`src/rtl/serial_loader.sv`:
```
// Host-side byte command monitor: loads/dumps RAM over the UART and launches the CPU.
// Owns the RAM and CPU start interface while the CPU is idle.
module serial_loader #(
  parameter int         AW       = 9,
  parameter logic [7:0] ACK_OK   = 8'h4B,
  parameter logic [7:0] ACK_HALT = 8'h48,
  parameter logic [7:0] NAK      = 8'h3F
) (
  input  logic          clk,
  input  logic          rst,
  input  logic [7:0]    rx_byte,
  input  logic          received,
  output logic [7:0]    tx_byte,
  output logic          transmit,
  input  logic          is_transmitting,
  output logic [AW-1:0] ram_waddr,
  output logic [7:0]    ram_wdata,
  output logic          ram_we,
  output logic [AW-1:0] ram_raddr,
  input  logic [7:0]    ram_rdata,
  output logic          cpu_go,
  output logic [AW-1:0] cpu_startaddr,
  input  logic          cpu_halted,
  output logic          busy
);

  typedef enum logic [3:0] {
    S_IDLE, S_ADDRH, S_ADDRL, S_LEN, S_LDATA, S_RADDR, S_RWAIT,
    S_RDATA, S_GOSTART, S_RUN, S_TXWAIT, S_TXGAP
  } state_t;

  typedef enum logic [1:0] {C_LOAD, C_READ, C_GO} cmd_t;

  state_t        state_q, state_d;
  cmd_t          cmd_q, cmd_d;
  logic [AW-1:0] addr_q, addr_d;
  logic [8:0]    cnt_q, cnt_d;
  logic          ret_rd_q, ret_rd_d;
  logic [7:0]    tx_byte_q, tx_byte_d;
  logic          transmit_q, transmit_d;
  logic [AW-1:0] ram_waddr_q, ram_waddr_d;
  logic [7:0]    ram_wdata_q, ram_wdata_d;
  logic          ram_we_q, ram_we_d;
  logic [AW-1:0] ram_raddr_q, ram_raddr_d;
  logic          cpu_go_q, cpu_go_d;
  logic [AW-1:0] cpu_startaddr_q, cpu_startaddr_d;

  always_comb begin
    state_d         = state_q;
    cmd_d           = cmd_q;
    addr_d          = addr_q;
    cnt_d           = cnt_q;
    ret_rd_d        = ret_rd_q;
    tx_byte_d       = tx_byte_q;
    transmit_d      = 1'b0;
    ram_waddr_d     = ram_waddr_q;
    ram_wdata_d     = ram_wdata_q;
    ram_we_d        = 1'b0;
    ram_raddr_d     = ram_raddr_q;
    cpu_go_d        = 1'b0;
    cpu_startaddr_d = cpu_startaddr_q;

    case (state_q)
      S_IDLE: if (received) begin
        case (rx_byte)
          8'h4C: begin cmd_d = C_LOAD; state_d = S_ADDRH; end
          8'h52: begin cmd_d = C_READ; state_d = S_ADDRH; end
          8'h47: begin cmd_d = C_GO;   state_d = S_ADDRH; end
          default: begin
            tx_byte_d = NAK;
            ret_rd_d  = 1'b0;
            state_d   = S_TXWAIT;
          end
        endcase
      end
      // Only ADDRH[0] survives the truncation to AW bits.
      S_ADDRH: if (received) begin
        addr_d  = AW'({rx_byte, 8'h00});
        state_d = S_ADDRL;
      end
      S_ADDRL: if (received) begin
        addr_d = {addr_q[AW-1:8], rx_byte};
        if (cmd_q == C_GO) begin
          cpu_startaddr_d = {addr_q[AW-1:8], rx_byte};
          state_d         = S_GOSTART;
        end else begin
          state_d = S_LEN;
        end
      end
      S_LEN: if (received) begin
        cnt_d = (rx_byte == 8'h00) ? 9'd256 : {1'b0, rx_byte};
        if (cmd_q == C_LOAD) begin
          state_d = S_LDATA;
        end else begin
          ram_raddr_d = addr_q;
          state_d     = S_RADDR;
        end
      end
      S_LDATA: if (received) begin
        ram_we_d    = 1'b1;
        ram_waddr_d = addr_q;
        ram_wdata_d = rx_byte;
        addr_d      = addr_q + AW'(1);
        cnt_d       = cnt_q - 9'd1;
        if (cnt_q == 9'd1) begin
          tx_byte_d = ACK_OK;
          ret_rd_d  = 1'b0;
          state_d   = S_TXWAIT;
        end
      end
      // Read data arrives two cycles after the address: RADDR, RWAIT, then RDATA.
      S_RADDR: state_d = S_RWAIT;
      S_RWAIT: state_d = S_RDATA;
      S_RDATA: begin
        tx_byte_d = ram_rdata;
        addr_d    = addr_q + AW'(1);
        cnt_d     = cnt_q - 9'd1;
        ret_rd_d  = (cnt_q != 9'd1);
        state_d   = S_TXWAIT;
      end
      S_GOSTART: begin
        cpu_go_d = 1'b1;
        state_d  = S_RUN;
      end
      S_RUN: if (cpu_halted) begin
        tx_byte_d = ACK_HALT;
        ret_rd_d  = 1'b0;
        state_d   = S_TXWAIT;
      end
      S_TXWAIT: if (!is_transmitting) begin
        transmit_d = 1'b1;
        state_d    = S_TXGAP;
      end
      // One dead cycle lets the transmitter's busy flag rise before the next check.
      S_TXGAP: begin
        if (ret_rd_q) begin
          ram_raddr_d = addr_q;
          state_d     = S_RADDR;
        end else begin
          state_d = S_IDLE;
        end
      end
      default: state_d = S_IDLE;
    endcase
  end

  always_ff @(posedge clk) begin
    if (rst) begin
      state_q         <= S_IDLE;
      cmd_q           <= C_LOAD;
      addr_q          <= '0;
      cnt_q           <= '0;
      ret_rd_q        <= 1'b0;
      tx_byte_q       <= '0;
      transmit_q      <= 1'b0;
      ram_waddr_q     <= '0;
      ram_wdata_q     <= '0;
      ram_we_q        <= 1'b0;
      ram_raddr_q     <= '0;
      cpu_go_q        <= 1'b0;
      cpu_startaddr_q <= '0;
    end else begin
      state_q         <= state_d;
      cmd_q           <= cmd_d;
      addr_q          <= addr_d;
      cnt_q           <= cnt_d;
      ret_rd_q        <= ret_rd_d;
      tx_byte_q       <= tx_byte_d;
      transmit_q      <= transmit_d;
      ram_waddr_q     <= ram_waddr_d;
      ram_wdata_q     <= ram_wdata_d;
      ram_we_q        <= ram_we_d;
      ram_raddr_q     <= ram_raddr_d;
      cpu_go_q        <= cpu_go_d;
      cpu_startaddr_q <= cpu_startaddr_d;
    end
  end

  assign tx_byte       = tx_byte_q;
  assign transmit      = transmit_q;
  assign ram_waddr     = ram_waddr_q;
  assign ram_wdata     = ram_wdata_q;
  assign ram_we        = ram_we_q;
  assign ram_raddr     = ram_raddr_q;
  assign cpu_go        = cpu_go_q;
  assign cpu_startaddr = cpu_startaddr_q;
  assign busy          = (state_q != S_IDLE);

endmodule
```
`config.mk`:
```
export PLATFORM = sky130hd
export DESIGN_NAME = serial_loader
export DESIGN_NICKNAME = d
export VERILOG_FILES = /design/src/rtl/serial_loader.sv
export SDC_FILE = /design/constraint.sdc
export NUM_CORES = 1
export LEC_CHECK = 0
export CELL_PAD_IN_SITES_DETAIL_PLACEMENT = 0
export CELL_PAD_IN_SITES_GLOBAL_PLACEMENT = 1
export CORE_MARGIN = 5
export CORE_UTILIZATION = 35
export CTS_CLUSTER_SIZE = 14
export DETAILED_ROUTE_END_ITERATION = 6
export PLACE_DENSITY_LB_ADDON = 0.2
export SLEW_MARGIN = 30
export SYNTH_ARGS = -nofsm -noshare
export SYNTH_HDL_FRONTEND = slang
export SYNTH_SLANG_ARGS = --single-unit
```
`constraint.sdc`:
```
create_clock -name clk -period 2.38 [get_ports clk]
set_clock_uncertainty 0.15 [all_clocks]
set_input_delay 0.714 -clock clk [delete_from_list [all_inputs] [get_ports clk]]
set_output_delay 0.714 -clock clk [all_outputs]
set_load 0.1 [all_outputs]
```
==> flow_summary_export.csv, run 1 <==
group,metric,value,unit
synthesis,yosys.area.top_type,"dfxtp_1",
cells_and_area,final_nets,573,
min_path,holdCritStartpoint,"ram_wdata[3]$_SDFFE_PP0P_",
setup_path,path_cells,"clkdlybuf4s15_1 -> or3b_4 -> a2111oi_4 -> o21ai_2 -> and3_4 -> a311oi_1",
power_and_ir_drop,fin_total_pwr,4.822,mW
clocking,ctsLongestPathBuffers,2,
detailed_routing,drc,0,
synthesis,synthXorXnorAreaFrac,0.007153,
synthesis,synth_compound_area_frac,0.2149,
detailed_routing,vias,3654,
synthesis,syn_nets,476,
setup_path,cp.required,2.50,ns
clocking,cts_max_level,3,
global_route,grt_usage,0.1780,
clocking,cts-root-buf,"clkbuf_8",
global_route,grt_start_max_net_pins,27,
power_and_ir_drop,internal_power,2.790,mW
setup_path,critical_path_class,"in2reg",
timing,hold_slack,0.3090,ns
setup_path,cp-start-kind,"input pin",
synthesis,ys_top_cells_by_area,"dfxtp_1, mux2i_1, nand2_1, a21oi_1, nor2_1",
synthesis,yosys_warnings,0,
synthesis,synthMuxAreaShare,0.06880,
synthesis,synthTopCellsByCount,"dfxtp_1, nand2_1, nor2_1",
synthesis,synth_edf_count,0,
power_and_ir_drop,p_sw,2.033,mW
synthesis,synthAdderAreaFrac,0.01022,
timing,setup_viol,0,
cells_and_area,design_area,5209,um2
clocking,cts_buffers,9,
timing,relSlewSlack,0.6442,
placed_design,dpl_worst_slack,-0.5395,ns
global_route,antenna_found_initial,0,
floorplan,pin_count,68,
synthesis,ys.flop_type,"dfxtp_1",
power_and_ir_drop,leakage,2.026,nW
cells_and_area,antenna_cells,0,
cells_and_area,fillCellCount,1022,
synthesis,ys_ff_latch,71,
detailed_routing,drtIter0Drc,217,
detailed_routing,drtPass1Iterations,5,
placed_design,placed_area,4956,um2
synthesis,synthSimpleGateAreaFrac,0.2517,
placed_design,io_buffers,67,
setup_path,r2r-end,"tx_byte[1]$_SDFFE_PP0P_",
cells_and_area,final_cells,690,
detailed_routing,drtAntennaViolNets,0,
cells_and_area,area_delta_synth_final,41.79,%
power_and_ir_drop,p_seq_frac,0.307,
min_path,min_path_type,"reg2reg",
floorplan,initial_utilization,0.3574,
setup_path,cpMaxStageDelayCell,"a2111oi_4",
placed_design,hpwl,8.300,mm
floorplan,rows,37,
synthesis,synth_top_area_share,0.3869,
floorplan,coreArea,10280,um2
floorplan,die_w,112.5,um
setup_path,slowest_delay,0.43,ns
setup_path,cp-end-kind,"register",
synthesis,async_flop_share,0,
timing,max_freq,425.0,MHz
floorplan,fp.dieArea,12650,um2
setup_path,r2r_setup_slack,0.30,ns
power_and_ir_drop,p_sw_frac,0.4215,
detailed_routing,detail_route.wl_per_cell,16.34,um
power_and_ir_drop,power.density,925.8,nW/um2
status,status,"complete, no violations",
power_and_ir_drop,clkPwrFrac,0.228,
synthesis,syn_area,3674,um2
global_route,grt_pass1_vias,3637,
power_and_ir_drop,p_comb_frac,0.465,
clocking,numClockSinks,71,
synthesis,post-synth-top-count-cell,"dfxtp_1",
cells_and_area,drive_gt1_frac,0.2437,
min_path,holdPathEnd,"ram_wdata[3]$_SDFFE_PP0P_",
setup_path,cp.buffers_inverters,1,
detailed_routing,wl,11.27,mm
timing,tns,0,ns
min_path,hold_depth,2,
setup_path,rr_worst_depth,6,
setup_path,r2r_start,"cnt_q[5]$_SDFFE_PP0P_",
detailed_routing,vias_per_cell,5.296,
clocking,cts_hold_buffers,0,
placed_design,place_inst,673,
floorplan,die_y,112.5,um
global_route,grt_first_pass_wirelength,18.37,mm
clocking,path_clk_slew,0.08,ns
synthesis,yosysSeqAreaShare,0.3869,
synthesis,synth_top_family_by_area,"simple AND/OR/NAND/NOR gates",
placed_design,gp_congestion,0.9015,
timing,fin_crit,2.353,ns
global_route,grt-ovfl-total,0,
setup_path,cp_max_fo,4,
job,drv_cap,0,
power_and_ir_drop,peakVddDrop,827.1,uV
clocking,worstSkewPairLatency,0.36,ns
clocking,cts_tree,"built",
cells_and_area,fin_util,0.5068,
synthesis,postSynthCellCount,452,
timing,worst_pin_slew,0.5308,ns
timing,finalHoldViolCount,0,
timing,setup_ws,0.02725,ns
timing,rsz0062_at_grt,"true",
synthesis,ys_types,62,
synthesis,syn_avg_cell_area,8.127,um2
setup_path,crit_family,"compound AO/OA/AOI/OAI gates",
timing,slew_viol_final,0,
setup_path,critPathArrivalTime,2.47,ns
timing,period_share,0.9885,
[state kept, by name, indices dropped and copies added (netlist names)]
signal         flops
ram_wdata          8
ram_raddr          9
cnt_q              9
state_q            4
addr_q             9
ram_we             1
tx_byte            8
ram_waddr          9
ret_rd_q           1
cpu_go             1
cmd_q              2
cpu_startaddr      9
transmit           1
[kinds of logic after synthesis]
kind of cell / Yosys count
AO/OA/AOI/OAI: 120
adder cells (fa/ha/maj): 3
AND/OR/NAND/NOR: 190
multiplexers: 25
buffers and inverters: 40
XOR/XNOR: 3
flip-flops: 71
[how the worst max path moves through the flow]
stage / from / to / depth (start not counted)
floorplan: rx_byte[0] / tx_byte[3]$_SDFFE_PP0P_ / 6
global placement: rx_byte[3] / tx_byte[3]$_SDFFE_PP0P_ / 6
detailed placement: rx_byte[3] / tx_byte[1]$_SDFFE_PP0P_ / 6
CTS: rx_byte[5] / tx_byte[0]$_SDFFE_PP0P_ / 6
global route: rx_byte[6] / tx_byte[0]$_SDFFE_PP0P_ / 6
finish: rx_byte[1] / tx_byte[1]$_SDFFE_PP0P_ / 6
[routing by layer]
| metal | wire length, um | track usage | vias up |
|---|---|---|---|
| met1 | 5316 | 0.2459 | 1718 |
| li1 | - | - | 1821 |
| met3 | 706 | 0.04043 | 11 |
| met4 | 108 | 0.04087 | 0 |
| met2 | 5141 | 0.2829 | 104 |
| met5 | 0 | 0 | - |
[layout by cell type, fill, tap and decap left out, types with 9 or more instances in the layout]
master and instances:
clkdlybuf4s50_1 16, nor2b_1 9, mux2i_1 23, nand3_1 27, a21oi_1 39, buf_4 66, dfxtp_1 68, nor2_1 49
clkbuf_8 9, o21ai_0 25, buf_12 30, nand2_1 60
[area by class of cell]
class                      count  area (um2)  share of cell area
timing repair buffer         117        1292              0.2481
clock inverter                 6       93.84             0.01802
multi-input combinational    341        2066              0.3966
inverter                       9       33.78            0.006486
tap                          136       170.2             0.03267
sequential                    71        1425              0.2736
clock buffer                  10       127.6             0.02450
[worst reg2reg max path, cell delays in order, from the launching register on]
cell      delay [ns]
dfxtp_1         0.35
nor3_1          0.30
nand4_1         0.32
a22oi_2         0.34
buf_4           0.21
a31oi_1         0.08
a311oi_1        0.24
[power groups by stage]
stage          combinational (mW)  clock [mW]  sequential, mW
5_1_grt                      2.38        1.19            1.50
6_report                     2.24        1.10            1.48
2_1_floorplan                1.11           0            1.81
3_3_place_gp                 2.16           0            1.50
3_5_place_dp                 2.18           0            1.50
4_1_cts                      2.19        1.12            1.47
[what timing repair did]
action                                  CTS  global route
pin swaps                                 1             3
gates resized for setup                   5            12
endpoints found under the setup margin   14             8
buffers inserted                          0             1
No activity file was read; power rests on OpenSTA's default activity.
==> run 2, diff against run 1 <==
GPL_TIMING_DRIVEN = 0   (was default)
==> run 2 against run 1 <==
Effect of this change:
- critical path depth unchanged
- maximum frequency about the same
- combinational power shrank 7%
- final cell count is 2.8% lower
- core utilization is 3.6 points lower
==> flow_summary_export.csv, run 2 (synthesis results as in run 1) <==
group,metric,value,unit
cells_and_area,final_nets,554,
timing,relSlewSlack,0.3722,
detailed_routing,vias,3672,
power_and_ir_drop,peakVddDrop,687.5,uV
clocking,ctsLongestPathBuffers,2,
status,status,"complete, no violations",
detailed_routing,drtIter0Drc,227,
setup_path,rr_worst_depth,6,
global_route,antenna_found_initial,0,
detailed_routing,detail_route.wl_per_cell,17.11,um
clocking,cts_tree,"built",
detailed_routing,drc,0,
cells_and_area,fin_util,0.4710,
timing,rsz0062_at_grt,"true",
timing,setup_viol,0,
power_and_ir_drop,power.density,978.1,nW/um2
clocking,cts-root-buf,"clkbuf_8",
global_route,grt_first_pass_wirelength,18.36,mm
floorplan,die_w,112.5,um
detailed_routing,wl,11.48,mm
min_path,hold_depth,2,
setup_path,critPathArrivalTime,2.41,ns
global_route,grt-ovfl-total,0,
setup_path,critical_path_class,"reg2reg",
detailed_routing,drtAntennaViolNets,0,
setup_path,r2r-end,"state_q[2]$_SDFFE_PP0P_",
cells_and_area,drive_gt1_frac,0.1944,
clocking,worstSkewPairLatency,0.35,ns
clocking,numClockSinks,71,
power_and_ir_drop,fin_total_pwr,4.735,mW
power_and_ir_drop,leakage,1.784,nW
global_route,grt_start_max_net_pins,14,
floorplan,pin_count,68,
floorplan,fp.dieArea,12650,um2
setup_path,r2r_setup_slack,0.03,ns
floorplan,die_y,112.5,um
timing,period_share,0.9887,
timing,worst_pin_slew,0.9454,ns
timing,max_freq,425.0,MHz
setup_path,r2r_start,"state_q[3]$_SDFFE_PP0P_",
detailed_routing,drtPass1Iterations,5,
cells_and_area,final_cell_mix,"dfxtp_1, nand2_1, nor2_1",
timing,slew_viol_final,0,
global_route,grt_usage,0.1787,
floorplan,rows,37,
floorplan,initial_utilization,0.3574,
setup_path,cp-start-kind,"register",
global_route,grt_pass1_vias,3537,
min_path,min_path_type,"reg2reg",
placed_design,gp_congestion,0.8574,
cells_and_area,antenna_cells,0,
job,drv_cap,0,
clocking,cts_max_level,3,
placed_design,hpwl,8.248,mm
floorplan,coreArea,10280,um2
setup_path,cp.required,2.44,ns
setup_path,cp-end-kind,"register",
clocking,path_clk_slew,0.08,ns
cells_and_area,area_delta_synth_final,31.78,%
cells_and_area,layout_commonest_cell,"dfxtp_1",
placed_design,io_buffers,66,
clocking,cts_buffers,9,
min_path,holdCritStartpoint,"ram_waddr[7]$_SDFFE_PP0P_",
detailed_routing,vias_per_cell,5.472,
min_path,holdPathEnd,"ram_waddr[7]$_SDFFE_PP0P_",
timing,finalHoldViolCount,0,
timing,fin_crit,2.353,ns
setup_path,cp_max_fo,11,
[run 2: cell types whose count changed in the layout (fill, tap and decap cells not counted), sizes merged]
cell	delta
dlygate4sd2	+4
clkinvlp	-1
clkdlybuf4s50	-4
clkbuf	+25
clkdlybuf4s15	+37
buf	-83
dlymetal6s2s	+1
bufinv	+1
a21o	+1
[run 2: cell type report]
type / instances / area [um2]
Fill cell: 1075 / 5436
Multi-Input combinational cell: 342 / 2091
Sequential cell: 71 / 1429
Timing Repair Buffer: 68 / 678.2
Buffer: 29 / 185.2
Tap cell: 136 / 170.2
Clock buffer: 10 / 137.6
Clock inverter: 6 / 116.4
Inverter: 9 / 33.78
[run 2: worst max-delay path, cell delays in order (launching register included)]
cell	delay, ns
dfxtp_1	0.33
buf_6	0.14
clkbuf_1	0.43
clkbuf_1	0.53
nor3b_1	0.12
o31ai_1	0.39
a21oi_1	0.12
[run 2: power breakdown]
part	switching (mW)	internal (mW)	total, mW
Clock	0.495	0.733	1.23
Combinational	1.40	0.692	2.09
Sequential	0.112	1.30	1.42
[run 2: routing by layer]
layer  global-route usage  wire [um]  up-vias  part of all wire
met5                    0          0        -                 0
met2               0.2698       5037      115              0.44
met1               0.2472       5431     1747              0.47
met4              0.06971        272        0             0.024
met3              0.04097        737       24             0.064
li1                     -          -     1786                 -
[run 2: through the flow]
step	instances	TNS [ns]	hold slack (ns)	worst slack [ns]	area, um2
final	671	0	0.3061	0.02688	4841
after global routing	671	-0.03388	0.3251	-0.02095	4841
after CTS	670	0	0.3099	0.0005604	4837
after detailed placement	654	-28.57	0.2985	-0.7637	4504
after global placement	654	-27.83	0.2917	-0.7381	4504
after floorplan	452	0	0.2910	0.01099	3674
[run 2: worst max-delay path by stage]
stage / endpoint / startpoint / slack (ns)
floorplan: tx_byte[3]$_SDFFE_PP0P_ / rx_byte[0] / 0.01
global placement: tx_byte[3]$_SDFFE_PP0P_ / rx_byte[3] / -0.74
detailed placement: tx_byte[0]$_SDFFE_PP0P_ / rx_byte[3] / -0.76
CTS: ram_waddr[7] / ram_waddr[7]$_SDFFE_PP0P_ / 0.0006
global route: addr_q[6]$_SDFFE_PP0P_ / received / -0.02
finish: state_q[2]$_SDFFE_PP0P_ / state_q[3]$_SDFFE_PP0P_ / 0.03
[run 2: what timing repair did]
| item | 4_1_cts | 5_1_grt |
|---|---|---|
| buffers inserted | 2 | 0 |
| gates cloned | 0 | 1 |
| setup endpoints to repair | 87 | 38 |
| hold buffers | 0 | 0 |
| resized for setup | 153 | 29 |
| pin swaps | 2 | 1 |
==> run 3, diff against run 2 <==
CORE_UTILIZATION = 42   (was 35)
clock period = 2.9 ns   (was 2.38 ns; I/O delays follow)
==> run 3 against run 2 <==
Effect of this change:
- critical path depth down 5
- die area down 15%
- sequential share of layout area up 1.1 points
- core utilization up 6.7 points
- largest cell class unchanged
- critical endpoint is now cpu_startaddr[6]
- sequential power down 20%
- largest power group unchanged
==> flow_summary_export.csv, run 3 (synthesis results as in run 1) <==
group,metric,value,unit
status,status,"complete, no violations",
power_and_ir_drop,leakage,1.750,nW
detailed_routing,detail_route.wl_per_cell,16.97,um
setup_path,crit_family,"buffers and inverters",
timing,finalHoldViolCount,0,
detailed_routing,vias,3601,
setup_path,path_cells,"clkdlybuf4s50_1",
global_route,grt_start_max_net_pins,13,
timing,worst_pin_slew,0.9906,ns
timing,fin_crit,2.866,ns
floorplan,die_w,103.5,um
clocking,ctsLongestPathBuffers,2,
placed_design,place_inst,626,
setup_path,cp-start-kind,"register",
global_route,antenna_found_initial,0,
cells_and_area,layout.area.seq,1421,um2
clocking,numClockSinks,71,
cells_and_area,final_cell_mix,"dfxtp_1, nand2_1, clkdlybuf4s50_1",
setup_path,cp.buffers_inverters,1,
floorplan,fp.dieArea,10720,um2
clocking,cts_tree,"built",
detailed_routing,drtIter0Drc,182,
setup_path,slowest_delay,1.16,ns
detailed_routing,drc,0,
cells_and_area,layout_commonest_cell,"dfxtp_1",
cells_and_area,drive_gt1_frac,0.08630,
cells_and_area,final_nets,553,
setup_path,cp.required,1.88,ns
cells_and_area,antenna_cells,0,
timing,tns,0,ns
job,drv_cap,0,
setup_path,r2r_start,"state_q[3]$_SDFFE_PP0P_",
floorplan,initial_utilization,0.4254,
cells_and_area,fin_util,0.5377,
global_route,grt_usage,0.2022,
floorplan,rows,34,
timing,relSlewSlack,0.3375,
setup_path,cp-end-kind,"output pin",
clocking,cts_hold_buffers,0,
placed_design,hpwl,7.871,mm
power_and_ir_drop,internal_power,1.887,mW
global_route,grt-ovfl-total,0,
floorplan,die_y,103.5,um
setup_path,critical_path_class,"reg2out",
global_route,grt_first_pass_wirelength,18.06,mm
placed_design,gp_congestion,0.9072,
clocking,cts-root-buf,"clkbuf_8",
detailed_routing,wl,10.88,mm
min_path,holdCritStartpoint,"ram_wdata[6]$_SDFFE_PP0P_",
setup_path,cpMaxStageDelayCell,"clkdlybuf4s50_1",
timing,slew_viol_final,0,
power_and_ir_drop,p_seq_frac,0.329,
power_and_ir_drop,peakVddDrop,405.3,uV
timing,setup_viol,0,
detailed_routing,drtAntennaViolNets,0,
timing,max_freq,348.9,MHz
detailed_routing,drtPass1Iterations,4,
power_and_ir_drop,p_sw,1.575,mW
power_and_ir_drop,p_sw_frac,0.4550,
clocking,cts_setup_buffers,0,
timing,period_share,0.9883,
cells_and_area,area_delta_synth_final,26.40,%
setup_path,critPathLaunch,"cpu_startaddr[6]$_SDFFE_PP0P_",
detailed_routing,vias_per_cell,5.618,
floorplan,pin_count,68,
placed_design,io_buffers,66,
global_route,grt_pass1_vias,3530,
power_and_ir_drop,clkPwrFrac,0.201,
setup_path,critPathArrivalTime,1.85,ns
clocking,cts_max_level,3,
floorplan,coreArea,8636,um2
clocking,path_clk_slew,0.08,ns
setup_path,cp_max_fo,2,
power_and_ir_drop,p_comb_frac,0.470,
clocking,worstSkewPairLatency,0.35,ns
cells_and_area,fillCellCount,838,
power_and_ir_drop,power.density,745.7,nW/um2
clocking,cts_buffers,9,
min_path,min_path_type,"reg2reg",
cells_and_area,multi_input_area,2034,um2
cells_and_area,final_cells,641,
timing,rsz0062_at_grt,"false",
==> run 3: power by group through the flow <==
stage | clock (mW) | combinational (mW) | sequential, mW
floorplan | 0 | 0.913 | 1.49
global placement | 0 | 1.62 | 1.16
detailed placement | 0 | 1.62 | 1.16
CTS | 0.711 | 1.62 | 1.14
global route | 0.742 | 1.75 | 1.15
finish | 0.695 | 1.63 | 1.14
==> run 3: what timing repair did <==
item	CTS	global route
setup endpoints to repair	4	14
pin swaps	0	0
resized for setup	4	10
==> run 3: layer usage <==
layer | vias to the layer above | wire, um | global-route usage
met5 | - | 0 | 0
li1 | 1778 | - | -
met1 | 1680 | 5203 | 0.2833
met4 | 0 | 165 | 0.06654
met3 | 16 | 698 | 0.04353
met2 | 127 | 4808 | 0.3083
==> run 3: layout make-up <==
type,count,area share
Timing Repair Buffer,66,0.1436
Tap cell,108,0.02910
Inverter,9,0.007276
Clock buffer,9,0.02668
Clock inverter,6,0.008354
Multi-Input combinational cell,341,0.4382
Buffer,31,0.04069
Sequential cell,71,0.3061
==> run 3: worst paths after layout <==
kind | to | slack (ns) | cells past startpoint
setup / recovery | cpu_startaddr[6] | 0.03 | 1
hold / removal | ram_wdata[6]$_SDFFE_PP0P_ | 0.31 | 2
setup reg to reg | addr_q[6]$_SDFFE_PP0P_ | 0.60 | 7
hold reg to reg | ram_wdata[6]$_SDFFE_PP0P_ | 0.31 | 2
==> run 3: per-stage QoR <==
step	instance area [um2]	hold WS (ns)	power (mW)	setup WS, ns
finish	4643	0.3070	3.462	0.03381
CTS	4632	0.3081	3.469	-0.03937
global route	4643	0.3225	3.644	0.001974
floorplan	3674	0.2910	2.399	0.3542
global placement	4469	0.2917	2.776	-0.3830
detailed placement	4469	0.2967	2.783	-0.4418
